### src/rtl/fir_seq.sv
// Sequential T-tap FIR filter that reuses one multiplier and one accumulator across T MAC cycles.
// Coefficients are written through a simple strobe port while the filter is idle.
module fir_seq #(
    parameter int T  = 4,
    parameter int NI = 8,
    parameter int NO = 2*NI
) (
    input  logic                 CLK,
    input  logic                 RST,
    input  logic [NI-1:0]        X,
    input  logic                 X_VALID,
    output logic                 X_READY,
    input  logic                 W_WE,
    input  logic [$clog2(T)-1:0] W_ADDR,
    input  logic [NI-1:0]        W_DATA,
    output logic                 W_READY,
    output logic [NO-1:0]        Y,
    output logic                 Y_VALID,
    input  logic                 Y_READY,
    output logic                 BUSY
);
    localparam int KW = $clog2(T);

    typedef enum logic [1:0] {IDLE, MAC, OUT} state_t;

    state_t          r_state;
    logic [NI-1:0]   r_h [T];
    logic [NI-1:0]   r_w [T];
    logic [NO-1:0]   r_acc;
    logic [NO-1:0]   r_y;
    logic [KW-1:0]   r_k;

    logic [KW-1:0]   w_widx;
    logic [2*NI-1:0] w_prod;
    logic [NO-1:0]   w_sum;

    // Product is zero-extended or truncated to the accumulator width; the sum wraps.
    function automatic logic [NO-1:0] fit_no(input logic [2*NI-1:0] p);
        return NO'(p);
    endfunction

    // Tap k pairs the k-th newest sample with coefficient T-1-k.
    assign w_widx = KW'(T-1) - r_k;
    assign w_prod = {{NI{1'b0}}, r_w[w_widx]} * {{NI{1'b0}}, r_h[r_k]};
    assign w_sum  = r_acc + fit_no(w_prod);

    always_ff @(posedge CLK) begin
        if (RST) begin
            r_state <= IDLE;
            for (int i = 0; i < T; i++) begin
                r_h[i] <= '0;
                r_w[i] <= '0;
            end
            r_acc <= '0;
            r_k   <= '0;
            r_y   <= '0;
        end else begin
            case (r_state)
                IDLE: begin
                    if (W_WE && (int'(W_ADDR) < T))
                        r_w[W_ADDR] <= W_DATA;
                    if (X_VALID) begin
                        r_h[0] <= X;
                        for (int i = 1; i < T; i++)
                            r_h[i] <= r_h[i-1];
                        r_acc   <= '0;
                        r_k     <= '0;
                        r_state <= MAC;
                    end
                end
                MAC: begin
                    r_acc <= w_sum;
                    if (r_k == KW'(T-1)) begin
                        r_y     <= w_sum;
                        r_state <= OUT;
                    end else begin
                        r_k <= r_k + KW'(1);
                    end
                end
                OUT: begin
                    if (Y_READY)
                        r_state <= IDLE;
                end
                default: r_state <= IDLE;
            endcase
        end
    end

    assign X_READY = (r_state == IDLE);
    assign W_READY = (r_state == IDLE);
    assign BUSY    = (r_state != IDLE);
    assign Y_VALID = (r_state == OUT);
    assign Y       = r_y;

endmodule

### config.mk
export PLATFORM = sky130hd
export DESIGN_NAME = fir_seq
export DESIGN_NICKNAME = d
export VERILOG_FILES = /design/src/rtl/fir_seq.sv
export SDC_FILE = /design/constraint.sdc
export NUM_CORES = 1
export LEC_CHECK = 0
export CAP_MARGIN = 20
export CORE_UTILIZATION = 62
export CTS_BUF_LIST = sky130_fd_sc_hd__clkbuf_4
export CTS_CLUSTER_SIZE = 16
export DETAILED_ROUTE_END_ITERATION = 16
export PLACE_DENSITY = 0.83
export SYNTH_ARGS = -nofsm -noshare
export SYNTH_HDL_FRONTEND = slang
export SYNTH_SLANG_ARGS = --single-unit
### constraint.sdc
create_clock -name CLK -period 7.1 [get_ports CLK]
set_clock_uncertainty 0.1 [all_clocks]
set_input_delay 0.71 -clock CLK [delete_from_list [all_inputs] [get_ports CLK]]
set_output_delay 0.71 -clock CLK [all_outputs]
set_load 0.005 [all_outputs]
==> metrics.md, run 1 <==
| Metric | Value |
|---|---|
| Maxcap violations | `0` |
| TritonCTS clock tree | `done` |
| Commonest cells after routing, fill and taps aside | `and2_1 (99), inv_1 (98), nand2_1 (65), edfxtp_1 (64), fa_1 (50)` |
| RSZ-0062 raised after global routing | `no` |
| Area leader, netlist | `edfxtp_1` |
| Cts repair resizes | `0` |
| Worst IR Drop VDD | `between 0.0001 and 0.00015 V` |
| Synth Warn # | `0` |
| R2r endpoint | `Y[14]$_SDFFE_PP0P_` |
| Syn Nets | `~730` |
| Dpl hpwl | `10.7 mm` |
| Crit path launch | `r_k[0]$_SDFFE_PP0P_` |
| PD cells | `224 mW/mm^2` |
| Fin crit share | `0.781` |
| Finished Layout Cells | `807` |
| Layout cell share with drive strength beyond 1 | `0.0775` |
| CP endpoint | `Y[14]$_SDFFE_PP0P_` |
| Top Usage Layer GRT | `met2` |
| Critical path arrival | `5.81 ns` |
| Final core utilization | `0.714` |
| Sequential Power Share | `0.421` |
| Post-synth EDFFs | `64` |
| Top_reg_cell synth | `edfxtp_1` |
| Crit Path Class | `register to register` |
| Slew margin rel. | `0.566` |
| TritonCTS Buffers | `9` |
| Clock share of power | `0.188` |
| Nets | `between 700 and 800` |
| Total power | `about 1700 uW` |
| Worst Max-Slew Pin Slew | `~0.65 ns` |
| Routed Antenna Nets | `0` |
| Minimum clock period | `about 5.5 ns` |
| Routed WL per cell | `~17 um` |
| Met2 usage | `0.455` |
| Hold crit path type | `register to register` |
| WHS | `0.375 ns` |
| Syn_area_per_cell | `10.8 sq um` |
| Leakage | `about 0.0032 uW` |
| Root cell of the clock tree | `clkbuf_4` |
| FF-to-FF setup slack | `roughly 1.6 ns` |
| All-Layer GR Usage | `0.259` |
| Htree depth | `3` |
| P_int | `roughly 1000 uW` |
| Fmax | `approximately 0.18 GHz` |
| Crit path max fanout | `11` |
| Post-Syn Area | `roughly 0.0067 sq mm` |
| Commonest non-fill, non-tap cell in the layout | `and2_1` |
| Residual DRC | `0` |
| Sequential area share after synthesis | `0.399` |
| Top cell type's share of synthesized area | `0.286` |
| CP Launch Type | `register` |
| Worst-case reg-to-reg path depth | `14` |
| Setup Total Neg Slack | `0 ns` |
| GR met1 Demand/Resource | `0.324` |
| GPL Wtd Cong | `between 0.8 and 0.9` |
| Hold Startpoint | `Y[5]$_SDFFE_PP0P_` |
| Inserted Diodes | `0` |
| Row Count | `37` |
| Clock insertion delay at the later pin of the skew report | `0.48 ns` |
| Critical path required time | `approximately 7.4 ns` |
| Starting density of the core | `0.645` |
| Drt first pass iters | `5` |
| Sw power | `638 uW` |
| Cts hold-fix bufs | `0` |
| CTS max path bufs | `2` |
| Reg-to-Reg Start | `r_k[0]$_SDFFE_PP0P_` |
| Die area | `around 0.011 sq mm` |
| Die X-Extent | `~110 um` |
| Vias/cell | `~5.5` |
| P&R area growth vs syn | `10.6%` |
| Post-CTS setup buffers | `0` |
| Drt initial violations | `224` |
| Yosys reg bits | `around 100` |
| Clk sinks | `102` |
| Sw Share | `0.383` |
| First-pass GRT wire length | `~22 mm` |
| Crit end category | `register` |
| Remaining Overflow, GRT | `0` |
| Initial antenna violation count | `0` |
| Via count | `4442` |
| Power share of the combinational group | `0.391` |
| Netlist cell types | `50` |
| Largest cells by area after synthesis | `edfxtp_1 (29%), fa_1 (15%), dfxtp_1 (11%), and2_1 (9.2%), ha_1 (6.7%)` |
| Post-Place Cells | `791` |
| Async S/R FF share, synth | `0` |
| M3 GR Usage | `0.0362` |
| Top Ports | `43` |
| Final setup violation count | `0` |
| IO Port Bufs | `42` |
| Hold Violations, Final | `0` |
| Number of global-route vias before repair | `between 4000 and 5000` |
| Max Transition Viols Final | `0` |
| Post-Route WL | `between 10 and 15 mm` |
| Worst-path clk slew | `between 0.15 and 0.2 ns` |
| Outcome | `completed` |
| Largest net degree at the start of global routing | `43` |
| Synth Instances | `around 620` |
| Core box area | `~0.010 sq mm` |
| Die Ht | `106 um` |
-- sequential cells by signal, indices dropped and copies added, names as in the netlist, named ones only --
signal   cells
r_acc       16
r_k          2
r_state      2
r_w         32
r_h         32
Y           16
-- worst max-delay path: stages (launching register included) --
cell	delay (ns)
dfxtp_1	0.78
mux4_2	0.67
and2_1	0.19
fa_1	0.51
fa_1	0.52
fa_1	0.55
inv_1	0.06
fa_1	0.53
inv_1	0.04
ha_1	0.37
a21oi_1	0.12
o211a_1	0.22
nor3_1	0.39
a211oi_1	0.10
a311o_1	0.30
-- cell families (layout without fill, tap and decap cells) --
logic type      Yosys count  after routing  share of synthesized area
compound gates           63             63                     0.0623
xor+xnor                 11             11                     0.0143
fa+ha+maj                86             86                      0.216
buf+inv                 116            163                     0.0672
flops                   102            102                      0.399
mux                      18             18                     0.0568
simple gates            228            228                      0.184
-- stage by stage --
| stage | area [sq um] | setup slack, ns |
|---|---|---|
| after floorplan | 6720 | 2.05 |
| after global placement | 7270 | 1.64 |
| after detailed placement | 7280 | 1.58 |
| after CTS | 7430 | 1.58 |
| after global routing | 7430 | 1.35 |
| final | 7430 | 1.56 |
-- metal layers --
metal	wire length [um]	up-vias
met3	412	27
met1	5750	2191
met2	7110	88
met5	0	-
li1	-	2136
met4	341	0
-- cells in the mapped netlist, drive strengths merged, types with 4 or more instances --
library cell  number
a211oi             7
nor2              29
and2              99
edfxtp            64
nand2             66
fa                50
inv               98
buf                8
mux4              16
nand3              7
dfxtp             38
nor3               5
or2                4
a21oi             20
ha                36
a22oi             10
o21ai             10
xnor2              9
clkbuf            10
-- area by class of cell --
type	instances	area, sq um
Clock buffer	9	67.6
Clock inverter	7	86.3
Fill cell	739	2980
Inverter	98	368
Multi-Input combinational cell	406	3590
Sequential cell	102	2680
Tap cell	136	170
Timing Repair Buffer	49	470
-- how the worst min path moves through the flow --
stage	cells after the start	endpoint	slack, ns
after floorplan	2	r_acc[13]$_SDFFE_PP0P_	0.33
after global placement	2	Y[2]$_SDFFE_PP0P_	0.35
after detailed placement	2	Y[7]$_SDFFE_PP0P_	0.35
after CTS	2	Y[5]$_SDFFE_PP0P_	0.37
after global routing	2	Y[7]$_SDFFE_PP0P_	0.40
final	2	Y[5]$_SDFFE_PP0P_	0.37
-- power by group through the flow --
stage / Sequential [uW] / Combinational, uW / Clock (uW)
after floorplan: 699 / 505 / 0
after global placement: 711 / 635 / 0
after detailed placement: 714 / 657 / 0
after CTS: 701 / 658 / 319
after global routing: 705 / 739 / 341
final: 701 / 652 / 314
(Power assumes the default switching activity.)
==> run 2: changes to the inputs <==
clock period = 5.8 ns   (was 7.1 ns; I/O delays follow)
==> run 2 against run 1 <==
  * Core utilization up 0.20 points
  * Global-route usage up 0.25 points
  * Maximum frequency up 1.5%
  * Highest routed layer unchanged
  * Sequential share of layout area down 0.10 points
  * Register-to-register slack worse by 1.2 ns
  * Routed wire length down 0.38%
  * Critical endpoint is now r_acc[11]$_SDFFE_PP0P_
  * Die area unchanged
  * Cell area up 0.29%
  * Combinational power up 23%
==> metrics.md, run 2 (same netlist as run 1, synthesis figures left out) <==
| Metric | Value |
|---|---|
| Fmax | `0.183 GHz (was 0.180 GHz)` |
| Hold crit path type | `register to register (unchanged)` |
| Dpl hpwl | `10.6 mm (was 10.7 mm)` |
| Crit end category | `register (unchanged)` |
| Clock insertion delay at the later pin of the skew report | `0.51 ns (was 0.48 ns)` |
| Vias/cell | `5.54 (was 5.50)` |
| Outcome | `completed (unchanged)` |
| Clk sinks | `102 (unchanged)` |
| CTS max path bufs | `2 (unchanged)` |
| Layout cell share with drive strength beyond 1 | `0.0789 (was 0.0775)` |
| Commonest cells after routing, fill and taps aside | `and2_1 (99), inv_1 (98), nand2_1 (65), edfxtp_1 (64), fa_1 (50) (unchanged)` |
| Critical path arrival | `5.77 ns (was 5.81 ns)` |
| Slew margin rel. | `0.550 (was 0.566)` |
| Maxcap violations | `0 (unchanged)` |
| Crit path max fanout | `8 (was 11)` |
| Row Count | `37 (unchanged)` |
| Starting density of the core | `0.645 (unchanged)` |
| Fin crit share | `0.942 (was 0.781)` |
| Root cell of the clock tree | `clkbuf_4 (unchanged)` |
| Max Transition Viols Final | `0 (unchanged)` |
| Hold depth | `2 (unchanged)` |
| Drt first pass iters | `4 (was 5)` |
| Die area | `0.0113 sq mm (unchanged)` |
| Filler instances | `743 (was 739)` |
| Largest net degree at the start of global routing | `33 (was 43)` |
| Residual DRC | `0 (unchanged)` |
| P&R area growth vs syn | `10.9% (was 10.6%)` |
| RSZ-0062 raised after global routing | `no (unchanged)` |
| Post-CTS setup buffers | `0 (unchanged)` |
| Largest regs | `r_h (32), r_w (32) (unchanged)` |
| Crit Path Class | `register to register (unchanged)` |
| Worst-path clk slew | `0.17 ns (was 0.19 ns)` |
| Via count | `4478 (was 4442)` |
| PD cells | `280 mW/mm^2 (was 224 mW/mm^2)` |
| Initial antenna violation count | `1 (was 0)` |
| First-pass GRT wire length | `22.3 mm (was 22.2 mm)` |
| WHS | `0.368 ns (was 0.375 ns)` |
| Commonest non-fill, non-tap cell in the layout | `and2_1 (unchanged)` |
| Final core utilization | `0.716 (was 0.714)` |
| Routed Antenna Nets | `0 (unchanged)` |
| IO Port Bufs | `42 (unchanged)` |
| Die X-Extent | `106 um (unchanged)` |
| Critical path required time | `6.11 ns (was 7.37 ns)` |
| Minimum clock period | `5.46 ns (was 5.54 ns)` |
| GPL Wtd Cong | `0.875 (was 0.892)` |
| Cts hold-fix bufs | `0 (unchanged)` |
| Final setup violation count | `0 (unchanged)` |
| Hold Violations, Final | `0 (unchanged)` |
| Leakage | `0.00319 uW (was 0.00318 uW)` |
| Routed WL per cell | `16.8 um (was 16.9 um)` |
| Number of global-route vias before repair | `4669 (was 4664)` |
| Die Ht | `106 um (unchanged)` |
| Core box area | `0.0104 sq mm (unchanged)` |
| Worst IR Drop VDD | `0.000249 V (was 0.000113 V)` |
| Post-Route WL | `13.6 mm (about the same)` |
| All-Layer GR Usage | `0.262 (was 0.259)` |
| Remaining Overflow, GRT | `0 (unchanged)` |
| Htree depth | `3 (unchanged)` |
| TritonCTS clock tree | `done (unchanged)` |
| Worst-case reg-to-reg path depth | `16 (was 14)` |
| CP Launch Type | `register (unchanged)` |
| Nets | `776 (was 775)` |
| Drt initial violations | `247 (was 224)` |
| Setup Total Neg Slack | `0 ns (unchanged)` |
| Worst Max-Slew Pin Slew | `0.673 ns (was 0.650 ns)` |
| TritonCTS Buffers | `9 (unchanged)` |
| Total power | `2090 uW (was 1670 uW)` |
| Cts repair resizes | `0 (unchanged)` |
| Top Ports | `43 (unchanged)` |
==> run 2: cell types whose count changed in the layout (fill, tap and decap cells not counted) <==
cell | previous run | this run
clkinv_4 | 1 | 0
bufinv_16 | 0 | 1
clkinv_8 | 3 | 2
inv_6 | 2 | 4
buf_4 | 6 | 7
inv_8 | 1 | 0
diode_2 | 0 | 1
==> run 2: layout make-up <==
cell class | count | area, sq um | area share
antenna | 1 | 2.50 | 0.000336
clock buffer | 9 | 67.6 | 0.00906
clock inverter | 7 | 97.6 | 0.0131
inverter | 98 | 368 | 0.0493
multi-input combinational | 406 | 3590 | 0.481
sequential | 102 | 2680 | 0.360
tap | 136 | 170 | 0.0228
timing repair buffer | 50 | 478 | 0.0641
==> run 2: final timing paths <==
kind	startpoint	to	slack, ns
setup / recovery	r_k[0]$_SDFFE_PP0P_	r_acc[11]$_SDFFE_PP0P_	0.34
hold / removal	Y[12]$_SDFFE_PP0P_	Y[12]$_SDFFE_PP0P_	0.37
setup reg to reg	r_k[0]$_SDFFE_PP0P_	r_acc[11]$_SDFFE_PP0P_	0.34
hold reg to reg	Y[12]$_SDFFE_PP0P_	Y[12]$_SDFFE_PP0P_	0.37
==> run 2: power by group <==
group	total [uW]	switching (uW)	leakage, uW	internal (uW)
registers	857	33.6	0.000987	824
logic	804	470	0.00211	334
clock network	425	280	0.0000875	145
total	2090	784	0.00319	1300
==> run 2: critical path: stages (launching register included) <==
cell and delay [ns]:
dfxtp_1 0.48, buf_4 0.23, mux4_2 0.65, and2_1 0.21, fa_1 0.55, inv_1 0.06
fa_1 0.57, fa_1 0.44, fa_1 0.49, inv_1 0.04, ha_1 0.33, a21oi_1 0.16
nor2b_1 0.10, or4_1 0.49, a21oi_2 0.20, xor2_1 0.17, o21ai_0 0.09
==> run 2: metal layers <==
layer	vias to the layer above	part of all wire	GRT usage
li1	2141	-	-
met1	2232	0.41	0.326
met2	85	0.53	0.458
met3	20	0.039	0.0448
met4	0	0.017	0.0933
met5	-	0	0
==> run 2: through the flow <==
stage                     area, sq um  setup WS (ns)  cells
after floorplan                  6720          0.751    624
after global placement           7280          0.497    791
after detailed placement         7290          0.343    792
after CTS                        7450          0.319    808
after global routing             7450         0.0838    809
final                            7450          0.339    809
==> run 3: changes to the inputs <==
SLEW_MARGIN = 20   (was default)
==> run 3 against run 2 <==
  * Core utilization is essentially flat
  * Critical path depth shrank 1
  * Combinational power is essentially flat
  * First-iteration DRC count grew 17%
  * Sequential power is essentially flat
  * Final cell count shrank 0.25%
  * Register-to-register slack is essentially flat
  * Critical path type unchanged
  * Highest routed layer unchanged
==> metrics.md, run 3 (same netlist as run 1, synthesis figures left out) <==
| Metric | Value |
|---|---|
| Max incr delay on CP | `0.67 ns (was 0.65 ns)` |
| Critical path arrival | `5.74 ns (was 5.77 ns)` |
| Final instance area | `0.00745 sq mm (about the same)` |
| Minimum clock period | `5.47 ns (was 5.46 ns)` |
| PD cells | `282 mW/mm^2 (was 280 mW/mm^2)` |
| Post-CTS setup buffers | `0 (unchanged)` |
| Critical-path cell list | `mux4_2 -> and2_1 -> fa_1 -> inv_1 -> fa_1 -> fa_1 -> fa_1 -> inv_1 -> ha_1 -> a21oi_1 -> nor2b_1 -> or4_1 -> a21oi_2 -> xor2_1 -> o21ai_0 (was buf_4 -> mux4_2 -> and2_1 -> fa_1 -> inv_1 -> fa_1 -> fa_1 -> fa_1 -> inv_1 -> ha_1 -> a21oi_1 -> nor2b_1 -> or4_1 -> a21oi_2 -> xor2_1 -> o21ai_0)` |
| Drt first pass iters | `4 (unchanged)` |
| Clock share of power | `0.209 (was 0.204)` |
| Vias/cell | `5.55 (was 5.54)` |
| Top Ports | `43 (unchanged)` |
| CTS max path bufs | `2 (unchanged)` |
| Worst-path clk slew | `0.17 ns (about the same)` |
| Largest regs | `r_h (32), r_w (32) (unchanged)` |
| Final setup violation count | `0 (unchanged)` |
| Starting density of the core | `0.645 (unchanged)` |
| Outcome | `completed (unchanged)` |
| Remaining Overflow, GRT | `0 (unchanged)` |
| P_int | `1340 uW (was 1300 uW)` |
| All-Layer GR Usage | `0.262 (about the same)` |
| Inserted Diodes | `0 (was 1)` |
| TritonCTS Buffers | `9 (unchanged)` |
| TritonCTS clock tree | `done (unchanged)` |
| Htree depth | `3 (unchanged)` |
| Hold Violations, Final | `0 (unchanged)` |
| Residual DRC | `0 (unchanged)` |
| Max Transition Viols Final | `0 (unchanged)` |
| Routed Antenna Nets | `0 (unchanged)` |
| Leakage | `0.00319 uW (about the same)` |
| Largest net degree at the start of global routing | `33 (unchanged)` |
| Crit Path Class | `register to register (unchanged)` |
| Placed inst area | `0.00728 sq mm (was 0.00729 sq mm)` |
| Sw Share | `0.364 (was 0.376)` |
| Nets | `775 (was 776)` |
| Clock insertion delay at the later pin of the skew report | `0.48 ns (was 0.51 ns)` |
| First-pass GRT wire length | `22.6 mm (was 22.3 mm)` |
| Slowest CP cell | `dfxtp_1 (was mux4_2)` |
| Post-Route WL | `13.4 mm (was 13.6 mm)` |
| Routed WL per cell | `16.6 um (was 16.8 um)` |
| Commonest non-fill, non-tap cell in the layout | `and2_1 (unchanged)` |
| WHS | `0.370 ns (was 0.368 ns)` |
| Total power | `2100 uW (was 2090 uW)` |
| P&R area growth vs syn | `10.8% (was 10.9%)` |
| IO Port Bufs | `42 (unchanged)` |
| CP Launch Type | `register (unchanged)` |
| Row Count | `37 (unchanged)` |
| Hold crit path type | `register to register (unchanged)` |
| Maxcap violations | `0 (unchanged)` |
| Clk sinks | `102 (unchanged)` |
| GPL Wtd Cong | `0.875 (unchanged)` |
| Worst IR Drop VDD | `0.000182 V (was 0.000249 V)` |
| Die Ht | `106 um (unchanged)` |
| Sequential Power Share | `0.408 (was 0.411)` |
| Slew margin rel. | `0.451 (was 0.550)` |
| Via count | `4481 (was 4478)` |
| Fin crit share | `0.943 (was 0.942)` |
| Number of global-route vias before repair | `4732 (was 4669)` |
| Die area | `0.0113 sq mm (unchanged)` |
| Crit path max fanout | `8 (unchanged)` |
| Drt initial violations | `289 (was 247)` |
| Fmax | `0.183 GHz (about the same)` |
| Core box area | `0.0104 sq mm (unchanged)` |
| Sw power | `766 uW (was 784 uW)` |
| Layout cell share with drive strength beyond 1 | `0.0760 (was 0.0789)` |
| Power share of the combinational group | `0.382 (was 0.385)` |
| RSZ-0062 raised after global routing | `no (unchanged)` |
| Commonest cells after routing, fill and taps aside | `and2_1 (99), inv_1 (98), nand2_1 (65), edfxtp_1 (64), fa_1 (50) (unchanged)` |
| Dpl hpwl | `10.5 mm (was 10.6 mm)` |
| Crit-path most repeated cell | `fa_1 (unchanged)` |
| Cts hold-fix bufs | `0 (unchanged)` |
| Initial antenna violation count | `0 (was 1)` |
| Crit end category | `register (unchanged)` |
| Cts repair resizes | `0 (unchanged)` |
| Root cell of the clock tree | `clkbuf_4 (unchanged)` |
| Worst Max-Slew Pin Slew | `0.819 ns (was 0.673 ns)` |
| Die X-Extent | `106 um (unchanged)` |
| Setup Total Neg Slack | `0 ns (unchanged)` |
| Critical path required time | `6.07 ns (was 6.11 ns)` |
-- run 3: cell type report --
cell class / count / area (sq um)
inverter: 98 / 368
multi-input combinational: 406 / 3590
sequential: 102 / 2680
clock buffer: 9 / 67.6
tap: 136 / 170
clock inverter: 7 / 101
fill: 726 / 2970
timing repair buffer: 49 / 473
-- run 3: power groups by stage --
stage / Combinational (uW) / Clock, uW / Sequential [uW]
global placement: 768 / 0 / 871
detailed placement: 802 / 0 / 874
CTS: 805 / 442 / 859
global route: 910 / 477 / 864
finish: 804 / 440 / 858
floorplan: 619 / 0 / 855
-- run 3: path summary, 6_finish.rpt --
kind / start / endpoint / slack (ns) / depth (start not counted)
worst max-delay path: register / r_acc[11]$_SDFFE_PP0P_ / 0.33 / 15
worst min-delay path: Y[1]$_SDFFE_PP0P_ / Y[1]$_SDFFE_PP0P_ / 0.37 / 2
worst max register to register: register / r_acc[11]$_SDFFE_PP0P_ / 0.33 / 15
worst min register to register: Y[1]$_SDFFE_PP0P_ / Y[1]$_SDFFE_PP0P_ / 0.37 / 2
-- run 3: stage by stage --
step / std cells / setup slack [ns] / util
2_1_floorplan: 624 / 0.751 / -
3_3_place_gp: 791 / 0.497 / 0.699
3_5_place_dp: 791 / 0.328 / 0.699
4_1_cts: 807 / 0.288 / 0.715
5_1_grt: 807 / 0.106 / 0.715
6_report: 807 / 0.331 / 0.715
-- run 3: routing by layer --
| layer | wire length, um | global-route usage | part of all wire | vias up |
|---|---|---|---|---|
| li1 | - | - | - | 2137 |
| met1 | 5500 | 0.339 | 0.41 | 2225 |
| met2 | 7070 | 0.454 | 0.53 | 98 |
| met3 | 577 | 0.0429 | 0.043 | 21 |
| met4 | 245 | 0.0804 | 0.018 | 0 |
| met5 | 0 | 0 | 0 | - |
-- run 3: critical path: cells and delay by family, from the launching register on --
kind | cells | cell delay [ns]
adders and majority gates | 5 | 2.39
and+or+nand+nor | 3 | 0.81
DFF | 1 | 0.67
muxes | 1 | 0.67
AOI/OAI and AO/OA | 3 | 0.46
xor gates and xnor gates | 1 | 0.17
buffers and inverters | 2 | 0.10
